[src/rtl/addr_sequencer.sv]
// Address sequencer: pops FWFT address words, optionally expands each into a
// run of consecutive addresses, and issues them over a valid/ready handshake.
module addr_sequencer #(
  parameter logic [31:0] END_MARKER  = 32'hFFFF_FFFF,
  parameter int          STALL_CNT_W = 16
) (
  input  logic                   clk,
  input  logic                   reset,
  input  logic                   active_program,
  input  logic                   send_consec_addr,
  input  logic [7:0]             consec_count,
  input  logic [31:0]            addr_fifo_dout,
  input  logic                   addr_fifo_empty,
  output logic                   addr_fifo_rd,
  output logic [31:0]            vctr_addr,
  output logic                   vctr_addr_valid,
  input  logic                   vctr_addr_ready,
  output logic                   prog_done,
  output logic                   addr_fifo_underrun,
  output logic [31:0]            addr_issue_cnt,
  output logic [STALL_CNT_W-1:0] addr_cycle_cnt
);

  typedef enum logic [1:0] {IDLE, FETCH, ISSUE, DONE} state_t;

  state_t                 state_reg, state_next;
  logic [31:0]            cur_addr_reg;
  logic [7:0]             remaining_reg;
  logic [STALL_CNT_W-1:0] stall_reg;
  logic [STALL_CNT_W-1:0] cycle_cnt_reg;
  logic [31:0]            issue_cnt_reg;
  logic                   underrun_reg;
  logic                   done_reg;

  logic start;
  logic pop_word;
  logic handshake;

  assign start     = (state_reg == IDLE) && active_program;
  assign pop_word  = (state_reg == FETCH) && active_program && !addr_fifo_empty;
  assign handshake = (state_reg == ISSUE) && vctr_addr_ready;

  always_ff @(posedge clk or negedge reset) begin
    if (!reset) begin
      state_reg <= IDLE;
    end else begin
      state_reg <= state_next;
    end
  end

  always_comb begin
    state_next = state_reg;
    case (state_reg)
      IDLE: begin
        if (active_program) state_next = FETCH;
      end
      FETCH: begin
        if (!active_program)      state_next = IDLE;
        else if (!addr_fifo_empty) state_next = (addr_fifo_dout == END_MARKER) ? DONE : ISSUE;
      end
      ISSUE: begin
        // Abort wins over a same-cycle handshake; valid must drop next cycle.
        if (!active_program)                      state_next = IDLE;
        else if (handshake && remaining_reg == 8'd0) state_next = FETCH;
      end
      DONE: begin
        if (!active_program) state_next = IDLE;
      end
      default: state_next = IDLE;
    endcase
  end

  always_comb begin
    addr_fifo_rd       = pop_word;
    vctr_addr_valid    = (state_reg == ISSUE);
    vctr_addr          = cur_addr_reg;
    prog_done          = done_reg;
    addr_fifo_underrun = underrun_reg;
    addr_issue_cnt     = issue_cnt_reg;
    addr_cycle_cnt     = cycle_cnt_reg;
  end

  always_ff @(posedge clk or negedge reset) begin
    if (!reset) begin
      cur_addr_reg  <= '0;
      remaining_reg <= '0;
      stall_reg     <= '0;
      cycle_cnt_reg <= '0;
      issue_cnt_reg <= '0;
      underrun_reg  <= 1'b0;
      done_reg      <= 1'b0;
    end else begin
      if (start) begin
        issue_cnt_reg <= '0;
        underrun_reg  <= 1'b0;
        cycle_cnt_reg <= '0;
        stall_reg     <= '0;
        done_reg      <= 1'b0;
      end

      if (pop_word) begin
        if (addr_fifo_dout == END_MARKER) begin
          done_reg <= 1'b1;
        end else begin
          cur_addr_reg  <= addr_fifo_dout;
          remaining_reg <= send_consec_addr ? consec_count : 8'd0;
        end
      end

      // Empty before anything was issued is just a slow start, not an underrun.
      if (state_reg == FETCH && active_program && addr_fifo_empty && issue_cnt_reg != 32'd0)
        underrun_reg <= 1'b1;

      if (handshake) begin
        issue_cnt_reg <= issue_cnt_reg + 32'd1;
        cycle_cnt_reg <= stall_reg;
        stall_reg     <= '0;
        if (remaining_reg != 8'd0) begin
          cur_addr_reg  <= cur_addr_reg + 32'd1;
          remaining_reg <= remaining_reg - 8'd1;
        end
      end else if (state_reg == ISSUE && stall_reg != {STALL_CNT_W{1'b1}}) begin
        stall_reg <= stall_reg + 1'b1;
      end
    end
  end

endmodule

[config.mk]
export PLATFORM = sky130hd
export DESIGN_NAME = addr_sequencer
export DESIGN_NICKNAME = d
export VERILOG_FILES = /design/src/rtl/addr_sequencer.sv
export SDC_FILE = /design/constraint.sdc
export NUM_CORES = 1
export LEC_CHECK = 0
export ABC_CLOCK_PERIOD_IN_PS = 2400
export CAP_MARGIN = 10
export CORE_MARGIN = 2
export CORE_UTILIZATION = 51
export CTS_BUF_LIST = sky130_fd_sc_hd__clkbuf_16
export DETAILED_ROUTE_END_ITERATION = 10
export PLACE_DENSITY = 0.84
export SETUP_SLACK_MARGIN = 0.15
export SLEW_MARGIN = 20
export SYNTH_ARGS = -nofsm -noshare
export SYNTH_HDL_FRONTEND = slang
export SYNTH_SLANG_ARGS = --single-unit
[constraint.sdc]
create_clock -name clk -period 2.4 [get_ports clk]
set_input_delay 0.72 -clock clk [delete_from_list [all_inputs] [get_ports clk]]
set_output_delay 0.72 -clock clk [all_outputs]
set_load 0.03 [all_outputs]
# After elaboration in Yosys (flattened, before gate mapping)
# Index checks and enable logic that the tools add are counted.
[totals]
regBits = 108
latchBits = 0
ram_bits = 0
mem_bits_ro = 0
in_bits = 46
out_inout_bits = 84
wordCells = 66
n_memories = 0
[classes]
addsub = 4
mul = 0
div_mod_pow = 0
magnitude_cmp = 0
n_eq_ne = 9
shifts = 0
n_mux = 28
bitwise_logic = 0
reduce_logical = 17
[ops]
columns = ["operator", "count"]
rows = [
  ["32-bit two-way mux", 6],
  ["32-bit by 1-bit adder with 32-bit output, second input constant", 2],
  ["16-bit two-way mux", 4],
  ["8-bit two-way mux", 5],
  ["32-bit equality test, second input constant", 1],
  ["32-bit nonzero test", 1],
  ["16-bit by 1-bit adder with 16-bit output, second input constant", 1],
  ["16-bit inequality test, second input constant", 1],
  ["2-bit two-way mux", 6],
  ["1-bit logical AND", 8],
  ["8-bit logical NOT", 1],
  ["2-bit one-hot mux with 4 select lines", 1],
  ["8-bit nonzero test", 1],
  ["8-bit by 1-bit subtractor with 8-bit output, second input constant", 1],
  ["1-bit two-way mux", 6],
  ["2-bit equality test, second input constant", 2],
  ["2-bit inequality test, second input constant", 2],
  ["4-bit AND reduction", 1],
  ["2-bit nonzero test", 2],
  ["3-bit by 2-bit inequality test with 1-bit output, second input constant", 1],
  ["3-bit inequality test, second input constant", 1],
  ["3-bit nonzero test", 1],
  ["2-bit by 1-bit equality test with 1-bit output, second input constant", 1],
  ["2-bit logical NOT", 1],
  ["1-bit logical NOT", 1],
]

# Depth between registers and ports, before layout
[depth]
word_depth = 6
ltp_mapped = 8
depth_no_buf = 7

# Worst setup path before layout
# OpenSTA, ideal clock, no wires.
[synth_path]
kind = "input-to-reg"
startpoint = "input port addr_fifo_empty"
endpoint = "register cur_addr_reg[30] (netlist: vctr_addr[30])"
t_arrival_ns = 2.583
setup_slack_ns = -0.277
cell_stages = 7
n_path_buf = 2
path_cell_list = "nand2b_1 -> nor3b_1 -> o21a_1 -> buf_6 -> buf_4 -> a211oi_1 -> a211oi_1"
[synth_between]
elab_chain_cells = 5
[synth_rtl]
columns = ["element", "line", "text"]
rows = [
  ["start: declaration", "13", "input logic addr_fifo_empty,"],
  ["1-bit logical NOT *", "--", ""],
  ["1-bit logical AND *", "40", "assign pop_word = (state_reg == FETCH) && active_program && !addr_fifo_empty;"],
  ["via addr_fifo_rd", "14", "output logic addr_fifo_rd,"],
  ["32-bit two-way mux *", "101", "if (pop_word) begin"],
  ["32-bit two-way mux", "118", "if (remaining_reg != 8'd0) begin"],
  ["32-bit two-way mux *", "114", "if (handshake) begin"],
  ["end signal: assignment", "105", "cur_addr_reg <= addr_fifo_dout;"],
  ["end signal: assignment", "119", "cur_addr_reg <= cur_addr_reg + 32'd1;"],
  ["end: declaration", "27", "logic [31:0] cur_addr_reg;"],
]
# The timed path passes the listed nets; every way through them passes the cells marked *.
# A chain may end at the register's enable or synchronous reset.

# Worst setup path after layout
[layout_path]
startpoint = "input port addr_fifo_dout[24]"
endpoint = "register cur_addr_reg[15] (netlist: vctr_addr[15])"
[layout_between]
elab_chain_cells = 5
[layout_rtl]
columns = ["element", "line", "text"]
rows = [
  ["start: declaration", "12", "input logic [31:0] addr_fifo_dout,"],
  ["32-bit equality test *", "102", "if (addr_fifo_dout == END_MARKER) begin"],
  ["32-bit two-way mux *", "102", ""],
  ["32-bit two-way mux *", "101", ""],
  ["32-bit two-way mux", "118", ""],
  ["32-bit two-way mux *", "114", ""],
]
# Every way passes the cells marked *; elsewhere a longest branch is shown, timed or not.

==> flow_summary_export.csv <==
group,metric,value,unit
status,outcome,"completed",
timing,finalMaxSlewViolations,0,
critical_path,cp.required,2630,ps
detailed_routing,dr.pass1.iters,5,
clock_tree,cts_hold_buf,0,
synth,yosysTopAreaCellShare,0.4681,
timing,maxSlewHeadroom,0.5954,
clock_tree,cts_buffers,9,
clock_tree,clk-insertion-delay-late,360,ps
synth,synth_fa_ha_area_frac,0.01084,
clock_tree,clkSinkCount,108,
die,die_area,12190,µm²
global_routing,overflow,0,
detailed_routing,ant_nets,0,
timing,worstMarginPinSlew,606.9,ps
die,die_w,110.4,µm
die,io_pins,130,
final_layout,fin_nets,857,
detailed_routing,drt_wl_total,18960,µm
synth,synth_commonest_cells,"dfrtp_1 (108), nor2_1 (50), nand2_1 (45)",
placed_design,pre_cts_slack,-524.3,ps
die,num_rows,38,
global_routing,grt_pass1_wl,29110,µm
global_routing,grt_max_degree,109,
synth,synthSimpleGateAreaFrac,0.2508,
die,floorplan.initialDensity,0.5279,
timing,fin_skew,6.530,ps
synth,synth.avg_cell_area,9.402,µm²
clock_tree,clkSlewWorstSetupHoldPaths,70,ps
job,maxCapViolations,0,
power,cellPowerDensity,686.4,nW/µm²
timing,tns,0,ps
timing,worst_slack,112.3,ps
detailed_routing,vias,6189,
timing,period_minus_slack,2288,ps
clock_tree,h-tree-depth,3,
clock_tree,cts_buffer_depth,2,
final_layout,area_growth,43.89,%
synth,synthTopCellsByArea,"dfrtp_1 (47%), nor3_1 (3.4%), a211oi_1 (3.3%), nor2_1 (3.3%), nand3_1 (3.2%)",
detailed_routing,drc,0,
final_layout,fillers,732,
synth,synth-edff-count,0,
critical_path,cp-end-kind,"register",
synth,ys_types,62,
synth,syn_inst,614,
detailed_routing,vias_per_cell,6.508,
synth,synth-compound-area-share,0.1938,
power,cellLeakagePower,3.787,nW
placed_design,io_buffers,129,
synth,synth_top_family_by_area,"simple AND/OR/NAND/NOR gates",
synth,synthMuxAreaShare,0.03316,
synth,ys_warn_count,0,
synth,ys_ff_latch,108,
final_layout,utilization,0.7596,
critical_path,crit_path_max_fanout,8,
clock_tree,cts_tree,"done",
die,core,10940,µm²
placed_design,gp_congestion,0.8887,
final_layout,drive_gt1_frac,0.1862,
critical_path,arrival,2520,ps
detailed_routing,dr.first_iter.drc_count,649,
timing,fmax,437.1,MHz
timing,rsz0062_at_grt,"yes",
power,irDropWorstVdd,0.6053,mV
synth,ys_async_sr_fraction,1.000,
die,die_h,110.4,µm
synth,synth_most_common_cell,"dfrtp_1",
synth,synth_xor_area_frac,0.003034,
synth,syn_area,5773,µm²
placed_design,place_hpwl,12240,µm
min_path,hold_path.class,"primary input to async pin",
synth,yosysTopAreaCell,"dfrtp_1",
synth,synth_ff_type,"dfrtp_1",
global_routing,grt_pass1_vias,5850,
synth,ys_seq_area_frac,0.4681,
global_routing,antenna_found_initial,0,
detailed_routing,wl_per_cell,19.93,µm
power,finalPower,5.702,mW
timing,hold_viol,0,
critical_path,startpoint_type,"primary input",
timing,period_share,0.9532,
critical_path,crit_type,"primary input to register",
synth,syn-num-nets,665,
clock_tree,cts_root_buf,"clkbuf_16",
global_routing,grtUsageTotal,0.3052,
final_layout,n_antenna_cell,0,
timing,finalSetupViolCount,0,
==> stage by stage <==
stage / hold WS (ps) / cell area [µm²] / std cells
5_1_grt: 470.9 / 8307 / 951
3_5_place_dp: 481.1 / 7625 / 919
2_1_floorplan: 424.4 / 5788 / 614
6_report: 399.4 / 8307 / 951
3_3_place_gp: 474.5 / 7625 / 919
4_1_cts: 461.3 / 8066 / 943
==> cell usage in the layout (no fill, tap or decap), types with 17 or more instances in the layout <==
| cell type | count |
|---|---|
| dlygate4sd2_1 | 29 |
| dfrtp_1 | 108 |
| a22o_1 | 18 |
| nand2_1 | 45 |
| o21ai_0 | 30 |
| nand4_1 | 29 |
| a21oi_1 | 24 |
| inv_1 | 19 |
| and3_1 | 17 |
| nor4_1 | 17 |
| buf_4 | 67 |
| nor2_1 | 49 |
| dlymetal6s2s_1 | 21 |
| mux2i_1 | 18 |
| nand3_1 | 36 |
| clkdlybuf4s50_1 | 58 |
| nor3_1 | 37 |
==> where the power goes <==
group | internal, mW | leakage [nW] | total (mW) | switching [mW]
logic | 0.784 | 2.25 | 1.81 | 1.03
clock network | 0.804 | 0.135 | 1.50 | 0.695
registers | 2.05 | 1.40 | 2.39 | 0.349
total | 3.63 | 3.79 | 5.70 | 2.07
==> layer usage <==
layer / vias to the layer above / share of wire / GRT usage / wire length, µm
met3: 75 / 0.070 / 0.05291 / 1326
met2: 379 / 0.49 / 0.4978 / 9310
met1: 2993 / 0.40 / 0.4047 / 7503
li1: 2742 / - / - / -
met4: 0 / 0.043 / 0.1241 / 818
met5: - / 0 / 0 / 0
==> worst paths after layout <==
check / startpoint / to / slack [ps] / cells past startpoint
max: addr_fifo_dout[24] / vctr_addr[15] / 110 / 7
min: reset / addr_issue_cnt[25] / 400 / 2
max reg2reg: vctr_addr[0] / vctr_addr[16] / 150 / 6
min reg2reg: addr_cycle_cnt[9] / addr_cycle_cnt[9] / 500 / 2
max in group asynchronous: reset / vctr_addr[1] / 1520 / 2
min in group clk: addr_cycle_cnt[9] / addr_cycle_cnt[9] / 500 / 2
==> cells by family (layout without fill, tap and decap cells) <==
logic type | count (synthesis) | count (layout)
AND/OR/NAND/NOR | 274 | 274
AO/OA/AOI/OAI | 157 | 158
flip-flops | 108 | 108
buffers and inverters | 49 | 245
multiplexers | 19 | 19
adder cells (fa/ha/maj) | 5 | 5
XOR/XNOR | 2 | 2
==> layout make-up <==
cell class	count	area, µm²	area share
Inverter	18	67.56	0.008134
Clock inverter	7	68.82	0.008284
Timing Repair Buffer	211	2012	0.2422
Multi-Input combinational cell	458	3055	0.3678
Sequential cell	108	2703	0.3253
Tap cell	140	175.2	0.02109
Clock buffer	9	225.2	0.02711
==> worst max-delay path, stage by stage <==
cell and delay [ps]:
clkdlybuf4s15_1 210, nand4_1 150, or4_4 560, o21a_4 270
buf_2 200, nor3_1 320, a211oi_1 80
==> repair_timing <==
item,CTS,global route
endpoints found under the setup margin,61,60
setup buffers,4,7
gates resized for setup,73,73
endpoints found under the hold margin,0,0
cloned,4,1
pin swaps,11,16
No activity file was read; power rests on OpenSTA's default activity.
